File: src/rtl/ni_rx_sequencer_if.sv
// Signal bundle between the NI receive sequencer and its neighbours (admit control and consumers).
// The master modport is the sequencer side; the slave modport is the surrounding logic.
interface ni_rx_sequencer_if #(
  parameter int CNT_WIDTH = 4
);
  logic                 rx_enable;
  logic                 flit_valid;
  logic                 full_header;
  logic                 full_payload;
  logic                 packet_finished;
  logic                 hdr_is_read;
  logic                 hdr_taken;
  logic                 pld_taken;
  logic                 receiving_header;
  logic                 receiving_payload;
  logic                 clear_flit_count;
  logic                 packet_type_is_read;
  logic                 hdr_ready;
  logic                 pld_ready;
  logic                 busy;
  logic [CNT_WIDTH-1:0] pkt_count;
  logic                 err_timeout;

  modport master (
    input  rx_enable, flit_valid, full_header, full_payload, packet_finished,
           hdr_is_read, hdr_taken, pld_taken,
    output receiving_header, receiving_payload, clear_flit_count, packet_type_is_read,
           hdr_ready, pld_ready, busy, pkt_count, err_timeout
  );

  modport slave (
    output rx_enable, flit_valid, full_header, full_payload, packet_finished,
           hdr_is_read, hdr_taken, pld_taken,
    input  receiving_header, receiving_payload, clear_flit_count, packet_type_is_read,
           hdr_ready, pld_ready, busy, pkt_count, err_timeout
  );
endinterface

File: src/rtl/ni_rx_sequencer.sv
// Initiator NI receive-path control FSM: header phase, payload phase, consumer handshakes, packet count.
// Optional payload-stall watchdog enabled by defining NI_RX_TIMEOUT_EN.
module ni_rx_sequencer #(
  parameter int CNT_WIDTH      = 4,
  parameter int TIMEOUT_CYCLES = 255
) (
  input  logic             clk_i,
  input  logic             rst_i,
  ni_rx_sequencer_if.master bus_io
);

  typedef enum logic [2:0] {
    IDLE    = 3'd0,
    RX_HDR  = 3'd1,
    HDR_OUT = 3'd2,
    RX_PLD  = 3'd3,
    PLD_OUT = 3'd4,
    CLEAR   = 3'd5
  } state_e;

  state_e               state_q, state_d;
  logic                 recvHdr_q, recvPld_q, clearCnt_q, typeRead_q;
  logic                 hdrReady_q, pldReady_q, busy_q;
  logic [CNT_WIDTH-1:0] pktCount_q;

  always_comb begin
    state_d = state_q;
    unique case (state_q)
      IDLE:    if (bus_io.rx_enable) state_d = RX_HDR;
      RX_HDR:  if (bus_io.full_header) state_d = HDR_OUT;
      HDR_OUT: if (bus_io.hdr_taken) state_d = bus_io.packet_finished ? CLEAR : RX_PLD;
      RX_PLD:  if (bus_io.full_payload || bus_io.packet_finished) state_d = PLD_OUT;
      PLD_OUT: if (bus_io.pld_taken) state_d = CLEAR;
      CLEAR:   state_d = bus_io.rx_enable ? RX_HDR : IDLE;
      default: state_d = IDLE;
    endcase
  end

  // Strobes are registered from the next state so each one is a clean Moore output of the current state.
  always_ff @(posedge clk_i) begin
    if (rst_i) begin
      state_q    <= IDLE;
      recvHdr_q  <= 1'b0;
      recvPld_q  <= 1'b0;
      clearCnt_q <= 1'b0;
      typeRead_q <= 1'b0;
      hdrReady_q <= 1'b0;
      pldReady_q <= 1'b0;
      busy_q     <= 1'b0;
      pktCount_q <= '0;
    end else begin
      state_q    <= state_d;
      recvHdr_q  <= (state_d == RX_HDR);
      recvPld_q  <= (state_d == RX_PLD);
      clearCnt_q <= (state_d == CLEAR);
      hdrReady_q <= (state_d == HDR_OUT);
      pldReady_q <= (state_d == PLD_OUT);
      busy_q     <= (state_d != IDLE);
      if (state_q == RX_HDR && bus_io.full_header) begin
        typeRead_q <= bus_io.hdr_is_read;
      end
      if (state_d == CLEAR) begin
        pktCount_q <= pktCount_q + CNT_WIDTH'(1);
      end
    end
  end

  assign bus_io.receiving_header    = recvHdr_q;
  assign bus_io.receiving_payload   = recvPld_q;
  assign bus_io.clear_flit_count    = clearCnt_q;
  assign bus_io.packet_type_is_read = typeRead_q;
  assign bus_io.hdr_ready           = hdrReady_q;
  assign bus_io.pld_ready           = pldReady_q;
  assign bus_io.busy                = busy_q;
  assign bus_io.pkt_count           = pktCount_q;

`ifdef NI_RX_TIMEOUT_EN
  localparam logic [CNT_WIDTH-1:0] TimeoutLimit = CNT_WIDTH'(TIMEOUT_CYCLES);

  logic [CNT_WIDTH-1:0] wdog_q, wdogInc;
  logic                 errTimeout_q;

  assign wdogInc = (wdog_q == '1) ? wdog_q : wdog_q + CNT_WIDTH'(1);

  // The watchdog only observes payload stalls; the error is sticky and never disturbs the FSM.
  always_ff @(posedge clk_i) begin
    if (rst_i) begin
      wdog_q       <= '0;
      errTimeout_q <= 1'b0;
    end else if (state_q == RX_PLD && !bus_io.flit_valid) begin
      wdog_q <= wdogInc;
      if (wdogInc >= TimeoutLimit) begin
        errTimeout_q <= 1'b1;
      end
    end else begin
      wdog_q <= '0;
    end
  end

  assign bus_io.err_timeout = errTimeout_q;
`else
  localparam int UnusedTimeoutCycles = TIMEOUT_CYCLES;
  logic unusedFlitValid;

  assign unusedFlitValid    = bus_io.flit_valid;
  assign bus_io.err_timeout = 1'b0;
`endif

endmodule
File: src/flat_wrapper.sv
// flat-port wrapper written by rule: the top's interface ports become plain ports
module ni_rx_sequencer_flat 
#(
  parameter int CNT_WIDTH      = 4,
  parameter int TIMEOUT_CYCLES = 255
)
  (clk_i, rst_i, bus_io_rx_enable, bus_io_flit_valid, bus_io_full_header, bus_io_full_payload, bus_io_packet_finished, bus_io_hdr_is_read, bus_io_hdr_taken, bus_io_pld_taken, bus_io_receiving_header, bus_io_receiving_payload, bus_io_clear_flit_count, bus_io_packet_type_is_read, bus_io_hdr_ready, bus_io_pld_ready, bus_io_busy, bus_io_pkt_count, bus_io_err_timeout);
  ni_rx_sequencer_if #(.CNT_WIDTH(CNT_WIDTH)) bus_io_i ();
  input  logic clk_i;
  input  logic rst_i;
  input wire logic [$bits(bus_io_i.rx_enable)-1:0] bus_io_rx_enable;
  input wire logic [$bits(bus_io_i.flit_valid)-1:0] bus_io_flit_valid;
  input wire logic [$bits(bus_io_i.full_header)-1:0] bus_io_full_header;
  input wire logic [$bits(bus_io_i.full_payload)-1:0] bus_io_full_payload;
  input wire logic [$bits(bus_io_i.packet_finished)-1:0] bus_io_packet_finished;
  input wire logic [$bits(bus_io_i.hdr_is_read)-1:0] bus_io_hdr_is_read;
  input wire logic [$bits(bus_io_i.hdr_taken)-1:0] bus_io_hdr_taken;
  input wire logic [$bits(bus_io_i.pld_taken)-1:0] bus_io_pld_taken;
  output wire logic [$bits(bus_io_i.receiving_header)-1:0] bus_io_receiving_header;
  output wire logic [$bits(bus_io_i.receiving_payload)-1:0] bus_io_receiving_payload;
  output wire logic [$bits(bus_io_i.clear_flit_count)-1:0] bus_io_clear_flit_count;
  output wire logic [$bits(bus_io_i.packet_type_is_read)-1:0] bus_io_packet_type_is_read;
  output wire logic [$bits(bus_io_i.hdr_ready)-1:0] bus_io_hdr_ready;
  output wire logic [$bits(bus_io_i.pld_ready)-1:0] bus_io_pld_ready;
  output wire logic [$bits(bus_io_i.busy)-1:0] bus_io_busy;
  output wire logic [$bits(bus_io_i.pkt_count)-1:0] bus_io_pkt_count;
  output wire logic [$bits(bus_io_i.err_timeout)-1:0] bus_io_err_timeout;
  assign bus_io_i.rx_enable = bus_io_rx_enable;
  assign bus_io_i.flit_valid = bus_io_flit_valid;
  assign bus_io_i.full_header = bus_io_full_header;
  assign bus_io_i.full_payload = bus_io_full_payload;
  assign bus_io_i.packet_finished = bus_io_packet_finished;
  assign bus_io_i.hdr_is_read = bus_io_hdr_is_read;
  assign bus_io_i.hdr_taken = bus_io_hdr_taken;
  assign bus_io_i.pld_taken = bus_io_pld_taken;
  assign bus_io_receiving_header = bus_io_i.receiving_header;
  assign bus_io_receiving_payload = bus_io_i.receiving_payload;
  assign bus_io_clear_flit_count = bus_io_i.clear_flit_count;
  assign bus_io_packet_type_is_read = bus_io_i.packet_type_is_read;
  assign bus_io_hdr_ready = bus_io_i.hdr_ready;
  assign bus_io_pld_ready = bus_io_i.pld_ready;
  assign bus_io_busy = bus_io_i.busy;
  assign bus_io_pkt_count = bus_io_i.pkt_count;
  assign bus_io_err_timeout = bus_io_i.err_timeout;
  ni_rx_sequencer #(.CNT_WIDTH(CNT_WIDTH), .TIMEOUT_CYCLES(TIMEOUT_CYCLES)) u_core (.clk_i(clk_i), .rst_i(rst_i), .bus_io(bus_io_i));
endmodule
File: config.mk
export PLATFORM = sky130hd
export DESIGN_NAME = ni_rx_sequencer_flat
export DESIGN_NICKNAME = d
export VERILOG_FILES = /design/src/rtl/ni_rx_sequencer_if.sv /design/src/rtl/ni_rx_sequencer.sv /design/src/flat_wrapper.sv
export SDC_FILE = /design/constraint.sdc
export NUM_CORES = 1
export LEC_CHECK = 0
export BUFFER_PORTS_ARGS = -buffer_cell sky130_fd_sc_hd__buf_2
export CORE_MARGIN = 3
export CORE_UTILIZATION = 46
export CTS_CLUSTER_SIZE = 12
export DETAILED_ROUTE_END_ITERATION = 16
export MAX_ROUTING_LAYER = met4
export PLACE_DENSITY = 0.81
export REMOVE_ABC_BUFFERS = 1
export SLEW_MARGIN = 40
export SYNTH_ARGS = -nofsm -noshare
export SYNTH_HDL_FRONTEND = slang
export SYNTH_SLANG_ARGS = --single-unit
export TNS_END_PERCENT = 10
File: constraint.sdc
create_clock -name clk_i -period 2.4 [get_ports clk_i]
set_input_delay 0.48 -clock clk_i [delete_from_list [all_inputs] [get_ports clk_i]]
set_output_delay 0.48 -clock clk_i [all_outputs]
set_load 0.02 [all_outputs]
==> Yosys cells after proc, flatten, opt, wreduce, memory -nomap -nowiden <==
Index checks and enable logic that the tools add are counted.
{ "classes": {"div": 0, "n_bitwise": 0, "shifts": 0, "reduce_logical": 4, "order_cmp": 0, "n_eq_ne": 10, "mux": 8, "addsub": 1, "n_mul": 0} }
{ "op_table": {"columns": ["operator", "n"], "rows": [
  ["3-bit 2-to-1 mux", 6],
  ["3-bit one-hot mux with 6 select lines", 1],
  ["3-bit by 2-bit equality test with 1-bit output (second input constant)", 4],
  ["3-bit equality test (second input constant)", 4],
  ["3-bit by 1-bit equality test with 1-bit output (second input constant)", 2],
  ["4-bit by 1-bit adder with 4-bit output (second input constant)", 1],
  ["3-bit logical NOT", 1],
  ["3-bit nonzero test", 1],
  ["1-bit logical AND", 1],
  ["1-bit logical OR", 1],
  ["1-bit 2-to-1 mux", 1]
]} }
{ "word_totals": {"mem_count": 0, "regBits": 14, "input_bits": 10, "latchBits": 0, "mem_bits_rw": 0, "out_inout_bits": 12, "mem_bits_ro": 0, "elab_cells": 32} }

==> Longest topological paths before layout <==
{ "logic_depth": {"word_depth": 4, "mapped_depth": 7, "depth_no_buf": 5} }

==> Least setup slack after synthesis <==
No wires, ideal clock.
{ "synth_timing": {"path_kind": "input to register", "startpoint": "input bus_io_full_header", "endpoint": "register u_core.pktCount_q[3] (netlist: u_core.bus_io.pkt_count[3])", "t_arrival_ns": 1.715, "cell_stages": 6, "slack_ns": 0.615, "setup_time_ns": 0.070, "path_buffers": 1, "required_time_ns": 2.330, "path_cell_list": "nor4b_1 a31oi_1 and2_1 buf_6 or4_1 a21oi_1"} }
{ "synth_via": {"elab_chain_cells": 3} }
{ "synth_rtl": {"columns": ["element", "line", "rtl"], "rows": [
  ["start, declared", "flat_wrapper.sv:13", "input wire logic [$bits(bus_io_i.full_header)-1:0] bus_io_full_header;"],
  ["3-bit 2-to-1 mux", "ni_rx_sequencer.sv:30", "RX_HDR: if (bus_io.full_header) state_d = HDR_OUT;"],
  ["3-bit one-hot mux with 6 select lines", "ni_rx_sequencer.sv:28", "unique case (state_q)"],
  ["3-bit equality test", "ni_rx_sequencer.sv:62", "if (state_d == CLEAR) begin"],
  ["end signal, assigned", "ni_rx_sequencer.sv:63", "pktCount_q <= pktCount_q + CNT_WIDTH'(1);"],
  ["end, declared", "ni_rx_sequencer.sv:24", "logic [CNT_WIDTH-1:0] pktCount_q;"]
]} }
No other way between the ends.
A chain may end at the register's enable or synchronous reset.

==> Worst setup path in the final report <==
{ "layout_timing": {"startpoint": "register u_core.state_q[2]", "endpoint": "register u_core.pktCount_q[3] (netlist: u_core.bus_io.pkt_count[3])"} }
{ "layout_via": {"elab_chain_cells": 3, "elab_cells_between_ends": 13} }
{ "layout_rtl": {"columns": ["element", "line", "rtl"], "rows": [
  ["start, declared", "ni_rx_sequencer.sv:21", "state_e state_q, state_d;"],
  ["start signal, assigned", "ni_rx_sequencer.sv:52", "state_q <= state_d;"],
  ["3-bit equality test, or another cell as far along", "ni_rx_sequencer.sv:28", null],
  ["3-bit one-hot mux with 6 select lines (*)", "ni_rx_sequencer.sv:28", null],
  ["3-bit equality test (*)", "ni_rx_sequencer.sv:62", null]
]} }
Mark *: on every way between the ends. The rest lies on a longest branch, timed or not.

==> run metrics <==
Crit Path Max Fanout=9; non-filler cells, final=101; Clock Path Buffers=2; dpl cells=97; Via-to-Cell Ratio=5.15; die height=between 40 and 50 µm; Fin Clk Skew=0.00257 ns; sequential fraction of the synthesis area=45.2%; Hold Crit Class=input port to flip-flop; Unique masters post-synth=28; initial antenna violation count=0; clk sink count=14; syn avg cell area=around 9 µm²; n_diodes=0; clock share of power=34.6%; RR Startpoint=u_core.state_q[2]; cts hold-fix bufs=0; vias in the first global route=441; synthesized flop and latch total=14; CTS clk-pin slew, worst paths=approximately 0.08 ns; Mapped Area=621 µm²; CTS tree=built; WL/cell=11.6 µm; combinational share of power=14.4%; element type at the critical path start=flip-flop; routed via count=520; Req. time, crit path=2.57 ns; Async S/R FF share, synth=0%; count leader, synth=dfxtp_1; post-CTS setup buffer count=0; Total Power=495 µW; Die Width=42.7 µm; status=finished, final reports clean; Synth area leader=dfxtp_1; share of cells above drive strength 1=28.7%; maximum VDD drop=0.471 mV; placed cell areas=692 µm²; Hold WS=0.436 ns; first-pass GRT wire length=1.96 mm; core area=between 1000 and 1500 µm²; hold path start=bus_io_hdr_is_read; fin nets=99; Syn. warnings=0; Arr. time, crit path=2.04 ns; Root Buffer=clkbuf_4; Psw=roughly 130 µW; post-route ant nets=0; unrepaired setup endpoints after global routing=no; Num CTS Buffers=3; max-slew violations=0; post-route minimum period=roughly 1.9 ns; worst skew pair latency=about 0.28 ns; Lkg Pwr=0.355 nW; Post-synth EDFFs=0; drt total wl=approximately 1.2 mm; Critical Path End Type=flip-flop; Initial Utilization=52.3%; row cnt=12; P&R area growth vs syn=17.3%; GRT Util Overall=15.0%; DRC=0; part of the cycle the worst path needs=77.8%; predominant post-synthesis flop cell=dfxtp_1; Critical path origin=u_core.state_q[2]; die footprint=approximately 1800 µm²; Fill cells=~110; fmax=between 500 and 600 MHz; Final TNS setup=0 ns; Internal=between 300 and 400 µW; design area=728 µm²; 1st-pass router iterations=4; Post-DP HPWL=879 µm; Cells after Synth=between 60 and 70; switching share of power=roughly a quarter; top post-synthesis cells by area=dfxtp_1, nor2_1, xnor2_1, a21oi_1, and4bb_1; sequential share of power=about half; H-tree levels=1; largest net degree at the start of global routing=11; Post-CTS Resized=0; io pins=22; Synth top cells by count=dfxtp_1, nor2_1, a21oi_1, inv_1, xnor2_1; power per standard cell area=680 nW/µm²; buffers added on ports=19; Hold Fails Final Rpt=0; critical path type=flip-flop to flip-flop; area share of the largest cell type after synthesis=45.2%; initial drt markers=7; total gr overflow=0; final setup vio count=0; Max-Cap Viols=0; global placement routability congestion=~0.8
[area by class of cell]
type	instances	area (µm²)	share of cell area [%]
Clock buffer	4	36.3	4.98
Inverter	5	18.8	2.58
Tap cell	14	17.5	2.41
Sequential cell	14	280	38.5
Timing Repair Buffer	19	95.1	13.1
Multi-Input combinational cell	45	280	38.5
[worst paths after layout]
path,cells past startpoint,slack (ns),to
worst max-delay path,5,0.53,u_core.bus_io.pkt_count[3]
worst min-delay path,3,0.44,u_core.bus_io.packet_type_is_read
worst max register to register,5,0.53,u_core.bus_io.pkt_count[3]
worst min register to register,2,0.50,u_core.bus_io.pkt_count[3]
[per-layer routing]
layer	up-vias	track usage, %	share of wire, %	wire (µm)
met5	-	-	0	0
met4	0	5.59	1.5	18
met3	4	7.63	9.3	109
met2	19	20.1	42	492
met1	226	19.1	47	554
li1	271	-	-	-
[cell families after synthesis]
logic type | count (synthesis) | share of synthesized area, %
compound gates | 12 | 11.9
mux | 2 | 3.23
flops | 14 | 45.2
fa+ha+maj | 1 | 2.02
other cells | 1 | 0.604
simple gates | 26 | 23.2
buf+inv | 10 | 9.68
xor+xnor | 3 | 4.23
[worst max-delay path: stages, from the launching register on]
cell	delay, ns
dfxtp_1	0.48
and2b_1	0.23
a311oi_1	0.47
and2_1	0.36
or4_1	0.17
a21oi_1	0.06
[stage by stage]
step / setup WS, ns / util, %
floorplan: 0.669 / -
global placement: 0.475 / 58.3
detailed placement: 0.408 / 58.3
CTS: 0.530 / 61.4
global route: 0.412 / 61.4
finish: 0.534 / 61.4
[registers in the layout (all words and copies together), names as in the netlist]
signal and flops:
u_core.bus_io.clear_flit_count 1, u_core.state_q 3, u_core.bus_io.pld_ready 1, u_core.bus_io.busy 1, u_core.bus_io.receiving_payload 1, u_core.bus_io.packet_type_is_read 1, u_core.bus_io.pkt_count 4, u_core.bus_io.hdr_ready 1
u_core.bus_io.receiving_header 1
[cell usage in the layout (no fill, tap or decap), drive strengths merged]
cell type,count
mux2i,2
nand2,1
or2,2
o31ai,1
a311oi,1
and2,1
buf,19
nor3b,1
xnor2,3
ha,1
nor4,1
and2b,1
dfxtp,14
conb,1
a21oi,5
nor3,1
a211oi,1
o21ai,1
clkbuf,4
nor4b,1
a21o,1
and4bb,2
nand3,1
a31oi,2
inv,5
or4,1
nor2,13
[power groups by stage]
stage | Clock (mW) | Combinational (mW) | Sequential [mW]
after global placement | 0 | 0.0696 | 0.257
after global routing | 0.192 | 0.0801 | 0.254
final | 0.171 | 0.0715 | 0.252
after floorplan | 0 | 0.0368 | 0.267
after CTS | 0.176 | 0.0718 | 0.253
after detailed placement | 0 | 0.0715 | 0.258
Power figures use the tool's default switching activity.
